`src/rtl/dff_bank_arbiter.sv`:
```
// dff_bank_arbiter: round-robin arbiter that lets N requesters take turns
// writing one shared WIDTH-bit flip-flop bank.
// A grant lasts one cycle, the winner's slot is captured at its closing edge,
// and the grant is held until the winner drops req.
// Optional macro DFF_BANK_ARBITER_RACE_CHECK_EN adds a checker that flags the
// winner's data changing between grant and capture (sticky race_err).
//
// state   | meaning
// IDLE    | no grant; pick the next winner from ptr when any req is set
// GRANT   | one cycle; the winner's slot is written to dout at its closing edge
// RELEASE | gnt held until the winner drops req, then ptr moves past it
module dff_bank_arbiter #(
  parameter int WIDTH = 8,
  parameter int N     = 4
) (
  input  logic               clk,
  input  logic               reset,
  input  logic [N-1:0]       req,
  input  logic [N*WIDTH-1:0] din,
  output logic [N-1:0]       gnt,
  output logic [WIDTH-1:0]   dout,
  output logic               dout_valid,
  output logic               busy,
  output logic               race_err
);

  localparam int PW = (N > 1) ? $clog2(N) : 1;

  typedef enum logic [1:0] {IDLE, GRANT, RELEASE} state_t;

  state_t          state;
  logic [PW-1:0]   ptr;
  logic [PW-1:0]   win_idx;
  logic [PW-1:0]   sel_idx;
  logic [PW-1:0]   ptr_next;
  logic            sel_found;
  logic [WIDTH-1:0] slot [N];

  for (genvar i = 0; i < N; i++) begin : g_slot
    assign slot[i] = din[i*WIDTH +: WIDTH];
  end

  // First set req bit searching upward from ptr, wrapping N-1 -> 0
  always_comb begin
    int idx;
    idx       = 0;
    sel_idx   = '0;
    sel_found = 1'b0;
    for (int k = 0; k < N; k++) begin
      idx = int'(ptr) + k;
      if (idx >= N) idx = idx - N;
      if (!sel_found && req[idx]) begin
        sel_found = 1'b1;
        sel_idx   = PW'(idx);
      end
    end
  end

  assign ptr_next = (win_idx == PW'(N-1)) ? '0 : win_idx + PW'(1);
  assign busy     = (state != IDLE);

  // Grant sequencing, bank capture and round-robin pointer update
  always_ff @(posedge clk or posedge reset) begin
    if (reset) begin
      state      <= IDLE;
      gnt        <= '0;
      dout       <= '0;
      dout_valid <= 1'b0;
      ptr        <= '0;
      win_idx    <= '0;
    end else begin
      dout_valid <= 1'b0;
      case (state)
        IDLE: begin
          if (sel_found) begin
            gnt     <= {{(N-1){1'b0}}, 1'b1} << sel_idx;
            win_idx <= sel_idx;
            state   <= GRANT;
          end else begin
            gnt <= '0;
          end
        end
        GRANT: begin
          // Capture happens even if the winner already dropped req
          dout       <= slot[win_idx];
          dout_valid <= 1'b1;
          state      <= RELEASE;
        end
        RELEASE: begin
          if (!req[win_idx]) begin
            gnt   <= '0;
            ptr   <= ptr_next;
            state <= IDLE;
          end
        end
        default: begin
          gnt   <= '0;
          state <= IDLE;
        end
      endcase
    end
  end

`ifdef DFF_BANK_ARBITER_RACE_CHECK_EN
  logic [WIDTH-1:0] latched_slot;

  // Latch the winner's slot at grant and compare with what gets captured
  always_ff @(posedge clk or posedge reset) begin
    if (reset) begin
      latched_slot <= '0;
      race_err     <= 1'b0;
    end else begin
      if (state == IDLE && sel_found) latched_slot <= slot[sel_idx];
      if (state == GRANT && slot[win_idx] != latched_slot) race_err <= 1'b1;
    end
  end
`else
  assign race_err = 1'b0;
`endif

endmodule

```
`config.mk`:
```
export PLATFORM = sky130hd
export DESIGN_NAME = dff_bank_arbiter
export DESIGN_NICKNAME = d
export VERILOG_FILES = /design/src/rtl/dff_bank_arbiter.sv
export SDC_FILE = /design/constraint.sdc
export NUM_CORES = 1
export LEC_CHECK = 0
export CORE_MARGIN = 3
export CORE_UTILIZATION = 50
export CTS_CLUSTER_DIAMETER = 30
export CTS_CLUSTER_SIZE = 24
export DETAILED_ROUTE_END_ITERATION = 16
export DONT_BUFFER_PORTS = 1
export HOLD_SLACK_MARGIN = 0.05
export MAX_ROUTING_LAYER = met4
export PLACE_DENSITY = 0.67
export SLEW_MARGIN = 15
export SYNTH_ARGS = -nofsm -noshare
export SYNTH_HDL_FRONTEND = slang
export SYNTH_SLANG_ARGS = --single-unit
```
`constraint.sdc`:
```
create_clock -name clk -period 1.8 [get_ports clk]
set_input_delay 0.27 -clock clk [delete_from_list [all_inputs] [get_ports clk]]
set_output_delay 0.27 -clock clk [all_outputs]
set_load 0.02 [all_outputs]
```
== Word-level counts from Yosys, hierarchy flattened ==
Cells that the tools add are included.
Operators by class
  shifts and indexed selects: 1
  reduce and logical (&&, ||, !) cells: 12
  equal/unequal tests: 5
  bitwise logic cells: 3
  magnitude comparators: 10
  add/sub/neg operators: 8
  mux-type cells: 37
Operators with widths (count)
  $lt 32x4->1 const B: 4
  $mux 32: 4
  $bmux 8 s2: 1
  $mux 8: 2
  $mux 1: 14
  $mux 2: 7
  $ge 3x3->1 const B: 4
  $pmux 4 s3: 1
  $sub 3x3->4 const B: 3
  $bmux 1 s2: 5
  $mux 4: 2
  $reduce_and 2->1: 4
  $add 2x2->3 const B: 2
  $pmux 2 s3: 1
  $eq 2x2->1 const B: 2
  $ne 2x2->1 const B: 2
  $shl 1x2->4 const A: 1
  $sub 2x3->4 const B: 1
  $add 2x1->3 const B: 1
  $ge 2x3->1 const B: 1
  $logic_and 1x1->1: 3
  $logic_not 1->1: 3
  $lt 2x3->1 const B: 1
  $not 2->3: 1
  5 further kinds: 6
Storage, ports and cells
  input bits: 38
  register bits after elaboration: 19
  logic and storage cells: 82
  output and inout bits: 15

== Logic depth before layout (Yosys ltp) ==
  depth after elaboration: 18
  gate-level depth with buffers: 5
  depth with buffers taken out: 4

== Least setup slack after synthesis ==
Ideal clock, no wire load.
  path type: register to register
  from: reg win_idx[1]
  to: reg ptr[0]
  cell stages (with the launch flop): 6
  buffers on the path: 1
  library setup time: 0.128 ns
  period minus slack after synthesis: 1.509 ns
  arrival: 1.381 ns
  setup slack: 0.291 ns
  data required time: 1.672 ns
  cell sequence: dfrtp_1 buf_6 mux2i_2 mux2i_1 nor3b_2 mux2_1
On the way
  cells in the longest elaborated chain, start to end: 4
  elaborated cells on any way between the ends: 6
  classes of those cells: 1 x eq/ne; 3 x mux; 1 x bitwise; 1 x reduce/logical
Ends and longest elaborated chain
  start: declaration: line 33  | logic [PW-1:0] win_idx;
  start signal: assignment: line 77  | win_idx <= sel_idx;
  $bmux 1 s2: line 90  | if (!req[win_idx]) begin
  $mux 1 (implied by the code): line 90
  $not 1->1 (no source line)
  $reduce_and 2->1 (no source line)
  end signal: assignment: line 92  | ptr <= ptr_next;
  end: declaration: line 32  | logic [PW-1:0] ptr;
Several ways; a longest one is shown, not always the timed one. The select of a mux whose other input is x is not followed.
A chain may end at the register's enable or synchronous reset.

== Worst setup path in the final report ==
  from: reg win_idx[0]
  to: reg dout[2]
On the way
  cells in the longest elaborated chain, start to end: 4
Ends and longest elaborated chain
  $not 2->3 (implied by the code): line 85  | dout <= slot[win_idx];
  $bmux 8 s2: line 85
  $mux 8 (implied by the code) (2 in a row): line 85
  end signal: assignment: line 85
  end: declaration: line 21  | output logic [WIDTH-1:0] dout,
Every way passes these cells. The select of a mux whose other input is x is not followed.

==> metrics.cfg <==
[outcome]
status=complete, no violations

[floorplan]
ioPinCount=53
die-width_um=53.41
die_height_um=53.41
design.die.area_um2=2852
core_area_um2=2042
std_cell_rows=16
initial_utilization=0.5502

[synth]
postSynth.asyncResetShare=1.000
yosys.area_share.xor_xnor=0
share_of_synthesized_cell_area_in_and_or_nand_and_nor_gates=0.1448
postSynthNetCount=135
yosysTopAreaCellShare=0.4232
adder_and_majority_gate_portion_of_the_synthesized_area=0.01114
postSynthAreaPerCell_um2=11.70
synth_top_area_cells=dfrtp_1 (42%), mux4_1 (19%), nand2_1 (9.0%)
synth.area.mux_share=0.2606
synth-compound-area-share=0.1114
combinational_family_with_the_most_area_after_synthesis=multiplexers
synth_top_area_cell=dfrtp_1
postSynthRegisterBits=19
synth_seq_area_share=0.4232
syn-cell-area_um2=1124
yosysUniqueCellTypes=31
synth-main-ff-cell=dfrtp_1
synth_cells=96
ys.warnings.count=0
synth.top_cells.by_count=nand2_1 (27), dfrtp_1 (19), mux4_1 (8), inv_1 (5), mux2_1 (3)
number_of_enable_flip_flop_cells_after_synthesis=0
synth_most_common_cell=nand2_1

[power_and_ir_drop]
power_per_cell_area_nw_per_um2=1753
p_leak_nw=0.5472
worst_ir_drop_vdd_uv=1072

[grt]
largest_net_degree_at_the_start_of_global_routing=20
initial_antenna_violation_count=0
wire_length_of_the_first_global_routing_pass_mm=3.519
grt_pass1_vias=774
overflow=0
gr-usage-all-layers=0.1807

[clocking]
post-cts-setup-buffers=0
cts_max_path_buffers=2
cts_max_level=1
clock_sinks=19
clk-insertion-delay-late_ps=300
tritoncts.num_buffers=3
tritoncts=done
cts.reportedPaths.clkPinSlew_ps=110
cts-root-buf=clkbuf_4

[worst_setup_path]
setup.worst_path.class=flop to flop
most_repeated_library_cell_on_the_critical_path=nand2_1
reg2reg_slack_ps=210
critPathArrivalTime_ps=1790
r2r_end=dout[2]$_DFFE_PP0P_
worst_path_slowest_cell=dfrtp_1
critical_path_cell_count=3
crit_path_end=dout[2]$_DFFE_PP0P_
worstPathMaxFanout=14
critical_path_cell_by_cell=mux4_1 -> nand2_1 -> nand2_1
worst_setup_path_end_kind=flop
worstSetupStartpointType=flop
critical_path.n_buffers_inverters=0
worstRegToRegCells=3
cp_slowest_stage_delay_ps=710
path_delay_family=flip-flops
timing.critical_path.required_ps=2000
startpoint=win_idx[0]$_DFFE_PP0P_
reg2reg_from=win_idx[0]$_DFFE_PP0P_

[routing]
routed_wirelength_mm=2.125
drc=0
drt_initial_violations=20
via_per_inst=6.016
final_antenna_net_count=0
firstDrtPassIters=4
routed_wire_length_per_instance_um=16.87
dr_total_vias=758

[timing]
hold_viol_final=0
finalCriticalPeriod_ps=1586
max_clock_freq_mhz=630.3
rsz_0062_raised_after_global_routing=no
fin_worst_skew_ps=3.908
worst_slew_margin_rel=0.5290
max_slew.worst_pin.slew_ps=705.7
setup-tns-final_ps=0
fin_crit_sh=0.8814
finalSetupViolations=0
slew_viol_final=0

[placed_design]
place_inst=121
gp_routability_congestion=0.8081
buffer_ports.inserted=0
place.detailed.hpwl_mm=1.675

[job]
maxCapViolCount=0

[layout]
drive_gt1_frac=0.1414
fin_util=0.5790
area_growth_syn_to_layout_pct=5.233
fin_cells=126
fin_nets=139
antenna-diode-count=0

[hold_path]
hp-class=primary input to flop

## placed cells by master, fill, tap and decap left out
master,Yosys,routed
o221ai_2,1,1
nand3b_1,1,1
nor3b_2,1,1
clkbuf_4,0,3
o31ai_1,2,2
clkinv_1,1,1
inv_1,5,5
a32o_1,2,2
nor2_1,2,2
buf_4,1,2
mux4_1,8,8
a221oi_4,1,1
mux2i_1,2,2
a21oi_1,2,2
o21ai_0,2,2
dfrtp_1,19,18
nor4_1,1,1
clkinv_2,0,1
conb_1,1,1
or3b_1,1,1
o22ai_1,2,2
nor2_2,1,1
ha_1,1,1
mux2_1,3,3
nand2_1,27,27
or2_2,1,1
o22a_1,1,1
a21o_1,1,1
dfrtp_2,0,1
mux2i_2,1,1
mux2_4,1,1
dlygate4sd3_1,0,1
nand2b_1,1,1
## per-layer routing
layer  vias up  global-route usage  share of wire
li1        357                   -              -
met2        33              0.2776           0.49
met5         -                   -              0
met4         0             0.09787          0.024
met1       362              0.2097           0.39
met3         6             0.05634          0.098
## area by class of cell
| cell class | instances | area [um2] |
|---|---|---|
| clock buffer | 3 | 22.52 |
| clock inverter | 1 | 5.005 |
| fill | 162 | 859.6 |
| inverter | 6 | 22.52 |
| multi-input combinational | 67 | 596.8 |
| sequential | 19 | 476.7 |
| tap | 27 | 33.78 |
| timing repair buffer | 3 | 25.02 |
## state kept, by name (all words and copies together), names as in the netlist
signal / count
dout: 8
gnt: 4
ptr: 2
state: 2
win_idx: 2
dout_valid: 1
## power breakdown
group          internal (mW)  switching [mW]
Clock                 0.0829           0.135
Combinational          0.431           0.400
Sequential             0.632           0.390
## per-stage QoR
stage	hold WS [ps]	instance area [um2]	worst slack (ps)	total power [mW]
finish	234.2	1182	213.5	2.072
global route	248.7	1182	53.66	2.268
CTS	212.3	1181	138.4	2.104
detailed placement	315.6	1144	140.6	1.875
global placement	321.3	1144	213.8	1.841
floorplan	221.1	1124	291.3	1.710
## worst min-delay path by stage
stage	from	slack [ps]	cells after the start	endpoint
5_1_grt	req[3]	250	2	gnt[0]$_DFFE_PP0P_
3_5_place_dp	reset	320	1	dout_valid$_DFF_PP0_
2_1_floorplan	reset	220	1	dout[0]$_DFFE_PP0P_
3_3_place_gp	reset	320	1	ptr[0]$_DFFE_PP0P_
6_report	req[3]	230	2	gnt[0]$_DFFE_PP0P_
4_1_cts	req[3]	210	2	gnt[0]$_DFFE_PP0P_
## kinds of logic (layout without fill, tap and decap cells)
group | Yosys count | in the layout
fa+ha+maj | 1 | 1
simple gates | 36 | 36
compound gates | 14 | 14
mux | 15 | 15
flops | 19 | 19
buf+inv | 10 | 13
other cells | 1 | 1
## what timing repair did
action,in CTS,in global routing
endpoints found under the hold margin,19,0
endpoints found under the setup margin,0,1
gates resized for setup,0,1
hold buffers,1,0
Power figures use the tool's default switching activity.
